$ cat config.mk
export PLATFORM = sky130hd
export DESIGN_NAME = controller_m_stage_flat
export DESIGN_NICKNAME = d
export VERILOG_FILES = /design/src/rtl/controller_m_stage_if.sv /design/src/rtl/controller_m_stage.sv /design/src/flat_wrapper.sv
export SDC_FILE = /design/constraint.sdc
export NUM_CORES = 1
export LEC_CHECK = 0
export BUFFER_PORTS_ARGS = -buffer_cell sky130_fd_sc_hd__buf_2
export CAP_MARGIN = 20
export CELL_PAD_IN_SITES_DETAIL_PLACEMENT = 1
export CELL_PAD_IN_SITES_GLOBAL_PLACEMENT = 1
export CORE_MARGIN = 2
export CORE_UTILIZATION = 21
export DETAILED_ROUTE_END_ITERATION = 6
export PLACE_DENSITY_LB_ADDON = 0.12
export SETUP_SLACK_MARGIN = 0.02
export SLEW_MARGIN = 20
export SYNTH_ARGS = -nofsm -noshare
export SYNTH_HDL_FRONTEND = slang
export SYNTH_SLANG_ARGS = --single-unit
$ cat constraint.sdc
create_clock -name CLK -period 1.1 [get_ports CLK]
set_input_delay 0 -clock CLK [delete_from_list [all_inputs] [get_ports CLK]]
set_output_delay 0 -clock CLK [all_outputs]
set_load 0.05 [all_outputs]
$ cat src/rtl/controller_m_stage_if.sv
// controller_m_stage_if: bus bundle between the pipeline and the M-stage
// memory controller. The controller sits on the slave modport; whoever
// drives the pipeline inputs and observes the decoded controls uses master.
interface controller_m_stage_if;
    // Pipeline control
    logic        Stall;
    logic        Flush;
    // Data coming down from the execute stage
    logic [31:0] Instr_E;
    logic [31:0] ALUOutput_M;
    logic [31:0] RTV_M;
    logic [31:0] MUXRFWDOut;
    logic        ForwardRTM;
    // Decoded memory-stage controls
    logic [31:0] Instr_M;
    logic [1:0]  StoreSel;
    logic        MemWrite;
    logic        MemRead;
    logic [2:0]  LoadSel;
    logic [3:0]  BE;
    logic [31:0] MFRTMOut;
    logic        AddrExc;

    modport slave (
        input  Stall, Flush, Instr_E, ALUOutput_M, RTV_M, MUXRFWDOut, ForwardRTM,
        output Instr_M, StoreSel, MemWrite, MemRead, LoadSel, BE, MFRTMOut, AddrExc
    );

    modport master (
        output Stall, Flush, Instr_E, ALUOutput_M, RTV_M, MUXRFWDOut, ForwardRTM,
        input  Instr_M, StoreSel, MemWrite, MemRead, LoadSel, BE, MFRTMOut, AddrExc
    );
endinterface

$ cat src/rtl/controller_m_stage.sv
// controller_m_stage: memory-stage pipeline register plus load/store decode.
// Instr_M is the only state; every other output is decoded combinationally
// from Instr_M, the effective address and the store-data forwarding mux.
// Optional feature: define MISALIGN_CHECK_EN to flag misaligned word/half
// accesses on AddrExc and suppress the write of a misaligned store.
module controller_m_stage #(
    parameter logic [31:0] NOP_INSTR = 32'h0000_0000
) (
    input  logic                  CLK,
    input  logic                  Reset,
    controller_m_stage_if.slave   bus
);

    localparam logic [5:0] OP_SW  = 6'b101011;
    localparam logic [5:0] OP_SB  = 6'b101000;
    localparam logic [5:0] OP_SH  = 6'b101001;
    localparam logic [5:0] OP_LW  = 6'b100011;
    localparam logic [5:0] OP_LB  = 6'b100000;
    localparam logic [5:0] OP_LBU = 6'b100100;
    localparam logic [5:0] OP_LH  = 6'b100001;
    localparam logic [5:0] OP_LHU = 6'b100101;

    // A word access must sit on a 4-byte boundary.
    function automatic logic word_misaligned(input logic [1:0] low_bits);
        return (low_bits != 2'b00);
    endfunction

    // A halfword access must sit on a 2-byte boundary.
    function automatic logic half_misaligned(input logic [1:0] low_bits);
        return low_bits[0];
    endfunction

    logic [31:0] instr_r;
    logic [5:0]  opcode_s;
    logic [1:0]  addr_lo_s;
    logic        is_store_s;
    logic        misalign_s;
    logic [3:0]  be_raw_s;
    logic [1:0]  store_sel_s;
    logic [2:0]  load_sel_s;
    logic        mem_read_s;
    logic        unused_addr_s;

    assign opcode_s      = instr_r[31:26];
    assign addr_lo_s     = bus.ALUOutput_M[1:0];
    assign unused_addr_s = ^bus.ALUOutput_M[31:2];

    // M-stage instruction register: reset and flush insert a bubble, stall holds.
    always_ff @(posedge CLK) begin
        if (Reset) begin
            instr_r <= NOP_INSTR;
        end else if (bus.Flush) begin
            instr_r <= NOP_INSTR;
        end else if (bus.Stall) begin
            instr_r <= instr_r;
        end else begin
            instr_r <= bus.Instr_E;
        end
    end

    // Opcode decode into store/load controls and raw byte enables.
    always_comb begin
        is_store_s  = 1'b0;
        misalign_s  = 1'b0;
        be_raw_s    = 4'b0000;
        store_sel_s = 2'b00;
        load_sel_s  = 3'b000;
        mem_read_s  = 1'b0;
        case (opcode_s)
            OP_SW: begin
                is_store_s = 1'b1;
                be_raw_s   = 4'b1111;
                misalign_s = word_misaligned(addr_lo_s);
            end
            OP_SB: begin
                is_store_s  = 1'b1;
                store_sel_s = 2'b01;
                be_raw_s    = 4'b0001 << addr_lo_s;
            end
            OP_SH: begin
                is_store_s  = 1'b1;
                store_sel_s = 2'b10;
                if (addr_lo_s[1]) begin
                    be_raw_s = 4'b1100;
                end else begin
                    be_raw_s = 4'b0011;
                end
                misalign_s = half_misaligned(addr_lo_s);
            end
            OP_LW: begin
                mem_read_s = 1'b1;
                load_sel_s = 3'b000;
                misalign_s = word_misaligned(addr_lo_s);
            end
            OP_LB: begin
                mem_read_s = 1'b1;
                load_sel_s = 3'b001;
            end
            OP_LBU: begin
                mem_read_s = 1'b1;
                load_sel_s = 3'b010;
            end
            OP_LH: begin
                mem_read_s = 1'b1;
                load_sel_s = 3'b011;
                misalign_s = half_misaligned(addr_lo_s);
            end
            OP_LHU: begin
                mem_read_s = 1'b1;
                load_sel_s = 3'b100;
                misalign_s = half_misaligned(addr_lo_s);
            end
            default: begin
                is_store_s = 1'b0;
            end
        endcase
    end

    assign bus.Instr_M  = instr_r;
    assign bus.StoreSel = store_sel_s;
    assign bus.MemRead  = mem_read_s;
    assign bus.LoadSel  = load_sel_s;

    // Store data: forwarded writeback value or the rt value from the pipe.
    assign bus.MFRTMOut = bus.ForwardRTM ? bus.MUXRFWDOut : bus.RTV_M;

`ifdef MISALIGN_CHECK_EN
    // A misaligned store must never reach memory.
    assign bus.AddrExc  = misalign_s;
    assign bus.MemWrite = is_store_s & ~misalign_s;
    assign bus.BE       = misalign_s ? 4'b0000 : be_raw_s;
`else
    logic unused_misalign_s;
    assign unused_misalign_s = misalign_s;
    assign bus.AddrExc  = 1'b0;
    assign bus.MemWrite = is_store_s;
    assign bus.BE       = be_raw_s;
`endif

endmodule

$ cat src/flat_wrapper.sv
// flat-port wrapper written by rule: the top's interface ports become plain ports
module controller_m_stage_flat 
#(
    parameter logic [31:0] NOP_INSTR = 32'h0000_0000
)
  (CLK, Reset, bus_Stall, bus_Flush, bus_Instr_E, bus_ALUOutput_M, bus_RTV_M, bus_MUXRFWDOut, bus_ForwardRTM, bus_Instr_M, bus_StoreSel, bus_MemWrite, bus_MemRead, bus_LoadSel, bus_BE, bus_MFRTMOut, bus_AddrExc);
  controller_m_stage_if bus_i ();
  input  logic CLK;
  input  logic Reset;
  input wire logic [$bits(bus_i.Stall)-1:0] bus_Stall;
  input wire logic [$bits(bus_i.Flush)-1:0] bus_Flush;
  input wire logic [$bits(bus_i.Instr_E)-1:0] bus_Instr_E;
  input wire logic [$bits(bus_i.ALUOutput_M)-1:0] bus_ALUOutput_M;
  input wire logic [$bits(bus_i.RTV_M)-1:0] bus_RTV_M;
  input wire logic [$bits(bus_i.MUXRFWDOut)-1:0] bus_MUXRFWDOut;
  input wire logic [$bits(bus_i.ForwardRTM)-1:0] bus_ForwardRTM;
  output wire logic [$bits(bus_i.Instr_M)-1:0] bus_Instr_M;
  output wire logic [$bits(bus_i.StoreSel)-1:0] bus_StoreSel;
  output wire logic [$bits(bus_i.MemWrite)-1:0] bus_MemWrite;
  output wire logic [$bits(bus_i.MemRead)-1:0] bus_MemRead;
  output wire logic [$bits(bus_i.LoadSel)-1:0] bus_LoadSel;
  output wire logic [$bits(bus_i.BE)-1:0] bus_BE;
  output wire logic [$bits(bus_i.MFRTMOut)-1:0] bus_MFRTMOut;
  output wire logic [$bits(bus_i.AddrExc)-1:0] bus_AddrExc;
  assign bus_i.Stall = bus_Stall;
  assign bus_i.Flush = bus_Flush;
  assign bus_i.Instr_E = bus_Instr_E;
  assign bus_i.ALUOutput_M = bus_ALUOutput_M;
  assign bus_i.RTV_M = bus_RTV_M;
  assign bus_i.MUXRFWDOut = bus_MUXRFWDOut;
  assign bus_i.ForwardRTM = bus_ForwardRTM;
  assign bus_Instr_M = bus_i.Instr_M;
  assign bus_StoreSel = bus_i.StoreSel;
  assign bus_MemWrite = bus_i.MemWrite;
  assign bus_MemRead = bus_i.MemRead;
  assign bus_LoadSel = bus_i.LoadSel;
  assign bus_BE = bus_i.BE;
  assign bus_MFRTMOut = bus_i.MFRTMOut;
  assign bus_AddrExc = bus_i.AddrExc;
  controller_m_stage #(.NOP_INSTR(NOP_INSTR)) u_core (.CLK(CLK), .Reset(Reset), .bus(bus_i));
endmodule
==> qor.yml <==
grt_usage: 0.158
fillerInstances: 926
power.total_mw: 3.68
maxCapViolCount: 0
rsz0062_at_grt: "yes"
numPortBuffers: 177
netlist.top_cell.by_area: "dfxtp_1"
hpwl_mm: 5.50
timing.hold.ws_ns: 0.169
p_leak_nw: 1.73
switching_power_mw: 1.20
final-hold-violation-count: 0
p_clk_frac: 0.329
slowest_stage: "or4b_4"
status: "finished, violations left"
finalWirelength_mm: 7.10
drt-pass1-iter-count: 2
yosys_warnings: 0
peakVddDrop_v: 0.000514
cp.required_ns: 1.10
die_area_um2: 8710
grt_busiest_layer: "met2"
finClkSkew_ns: 0
dp.cells: 446
antenna_found_initial: 0
grt_max_degree: 33
yosys-top-cells-area: "dfxtp_1, mux2_2, mux2i_1"
multiInputGateArea_um2: 1080
worst_slack_ns: -0.412
area_delta_synth_final_pct: 105
num_vias: 2035
fin_cells: 487
grt_overflow_total: 0
synth_area_um2: 1680
hold_path.class: "in2reg"
fin_crit_sh: 1.37
drcViolationCount: 0
seq_area_um2: 656
grt_pass1_wl_mm: 10.7
grtUsageMet1: 0.182
use_met2: 0.284
grt_util_met3: 0.0395
setup_viol: 11
critPathMaxFanout: 3
final_cell_mix: "buf_2, nor2_1, mux2i_1, dlygate4sd3_1, mux2_2"
drt-initial-drc-count: 25
finalCriticalPeriod_ns: 1.51
ys_seq_area_frac: 0.382
internal-power_mw: 2.48
syn_nets: 300
cts_tree: "done"
fin_util: 0.445
ys_seq_elements: 32
worst_setup_path_end_kind: "primary output"
path_clk_slew_ns: 0.07
rows: 32
io_pins: 209
grt_pass1_vias: 2096
cpPeakStageDelay_ns: 0.60
max_freq_mhz: 662
crit_type: "reg2out"
p_comb_frac: 0.342
place_congestion: 0.736
num_antenna_cells: 0
initial_core_util: 0.217
switching_share: 0.327
cts-htree-levels: 2
nets: 517
power_frac_seq: 0.330
largest_reg_flops: 32
synth_cell_types: 25
via_per_inst: 4.18
synthCells: 167
numClockSinks: 32
root_buffer: "clkbuf_8"
clockBufferDepth: 2
yosysTopAreaCellShare: 0.382
critical_path.cell_chain: "or4b_4 > a21oi_4 > buf_6"
cts_buffers: 5
clk_latency_ns: 0.28
layout_commonest_cell: "buf_2"
power_density_nw_per_um2: 1070
worstPathArrival_ns: 1.51
violations: "negative setup slack"
post_drt_wl_per_cell_um: 14.6
dieHeight_um: 93.3
cp-start-kind: "flop"
syn-mean-instance-area_um2: 10.0
slew_violations: 0
drive_above_1_share: 0.657
die_w_um: 93.3
postRouteAntennaNets: 0
core-area_um2: 7730
==> critical path, delay by kind of cell, from the launching register on <==
kind | cells | cell delay [ns]
AOI/OAI and AO/OA | 1 | 0.15
DFF | 1 | 0.32
buffers and inverters | 1 | 0.17
and+or+nand+nor | 1 | 0.60
==> routing by layer <==
metal  up-vias  share of wire
li1       1000              -
met1       935           0.39
met2        92           0.51
met3         8          0.082
met4         0          0.013
met5         -              0
==> power by group through the flow <==
stage          combinational (mW)  clock, mW  sequential, mW
6_report                     1.26       1.21            1.21
5_1_grt                      1.33       1.33            1.22
2_1_floorplan               0.657          0            1.38
4_1_cts                      1.26       1.28            1.21
3_5_place_dp                 1.16          0            1.24
3_3_place_gp                 1.15          0            1.24
==> final timing paths <==
path | from | to | slack (ns) | cells after the start
setup / recovery | u_core.bus.Instr_M[30]$_SDFFE_PP0N_ | bus_LoadSel[1] | -0.41 | 3
hold / removal | bus_Flush | u_core.bus.Instr_M[15]$_SDFFE_PP0N_ | 0.17 | 4
setup reg to reg | u_core.bus.Instr_M[30]$_SDFFE_PP0N_ | u_core.bus.Instr_M[30]$_SDFFE_PP0N_ | 0.25 | 4
hold reg to reg | u_core.bus.Instr_M[4]$_SDFFE_PP0N_ | u_core.bus.Instr_M[4]$_SDFFE_PP0N_ | 0.49 | 2
==> per-stage QoR <==
step / setup TNS (ns) / setup slack (ns) / cell area [µm²]
after floorplan: -2.70 / -0.320 / 1820
after global placement: -1.24 / -0.189 / 2880
after detailed placement: -1.34 / -0.215 / 2880
after CTS: -3.57 / -0.433 / 3420
after global routing: -4.12 / -0.467 / 3440
final: -3.30 / -0.412 / 3440
==> area by class of cell <==
type / count / area share
multi-input cells: 118 / 0.314
clock inverters: 1 / 0.00874
clock buffers: 7 / 0.0280
flip-flops and latches: 32 / 0.191
inverters: 2 / 0.00218
well taps: 102 / 0.0371
repair buffers: 225 / 0.419
==> synthesized netlist by cell type, drive strengths merged <==
| library cell | instances |
|---|---|
| nor3 | 4 |
| clkbuf | 6 |
| o21ba | 1 |
| mux2 | 32 |
| buf | 9 |
| a21oi | 2 |
| nand2 | 1 |
| and2b | 1 |
| mux2i | 32 |
| or2 | 1 |
| or4b | 1 |
| nor2 | 35 |
| a211oi | 2 |
| nand4bb | 1 |
| nand2b | 3 |
| conb | 1 |
| dfxtp | 32 |
| inv | 2 |
| a2111oi | 1 |
==> kinds of logic after synthesis <==
group,synth area share
compound gates,0.0284
buf+inv,0.0500
flops,0.382
simple gates,0.131
other cells,0.00224
mux,0.406
==> timing repair <==
| item | 4_1_cts | 5_1_grt |
|---|---|---|
| resized for setup | 27 | 3 |
| gates cloned | 0 | 0 |
| endpoints found under the hold margin | 32 | 0 |
| hold buffers | 32 | 0 |
| buffers inserted | 1 | 0 |
| endpoints found under the setup margin | 11 | 12 |
| pin swaps | 6 | 2 |
(Power assumes the default switching activity.)
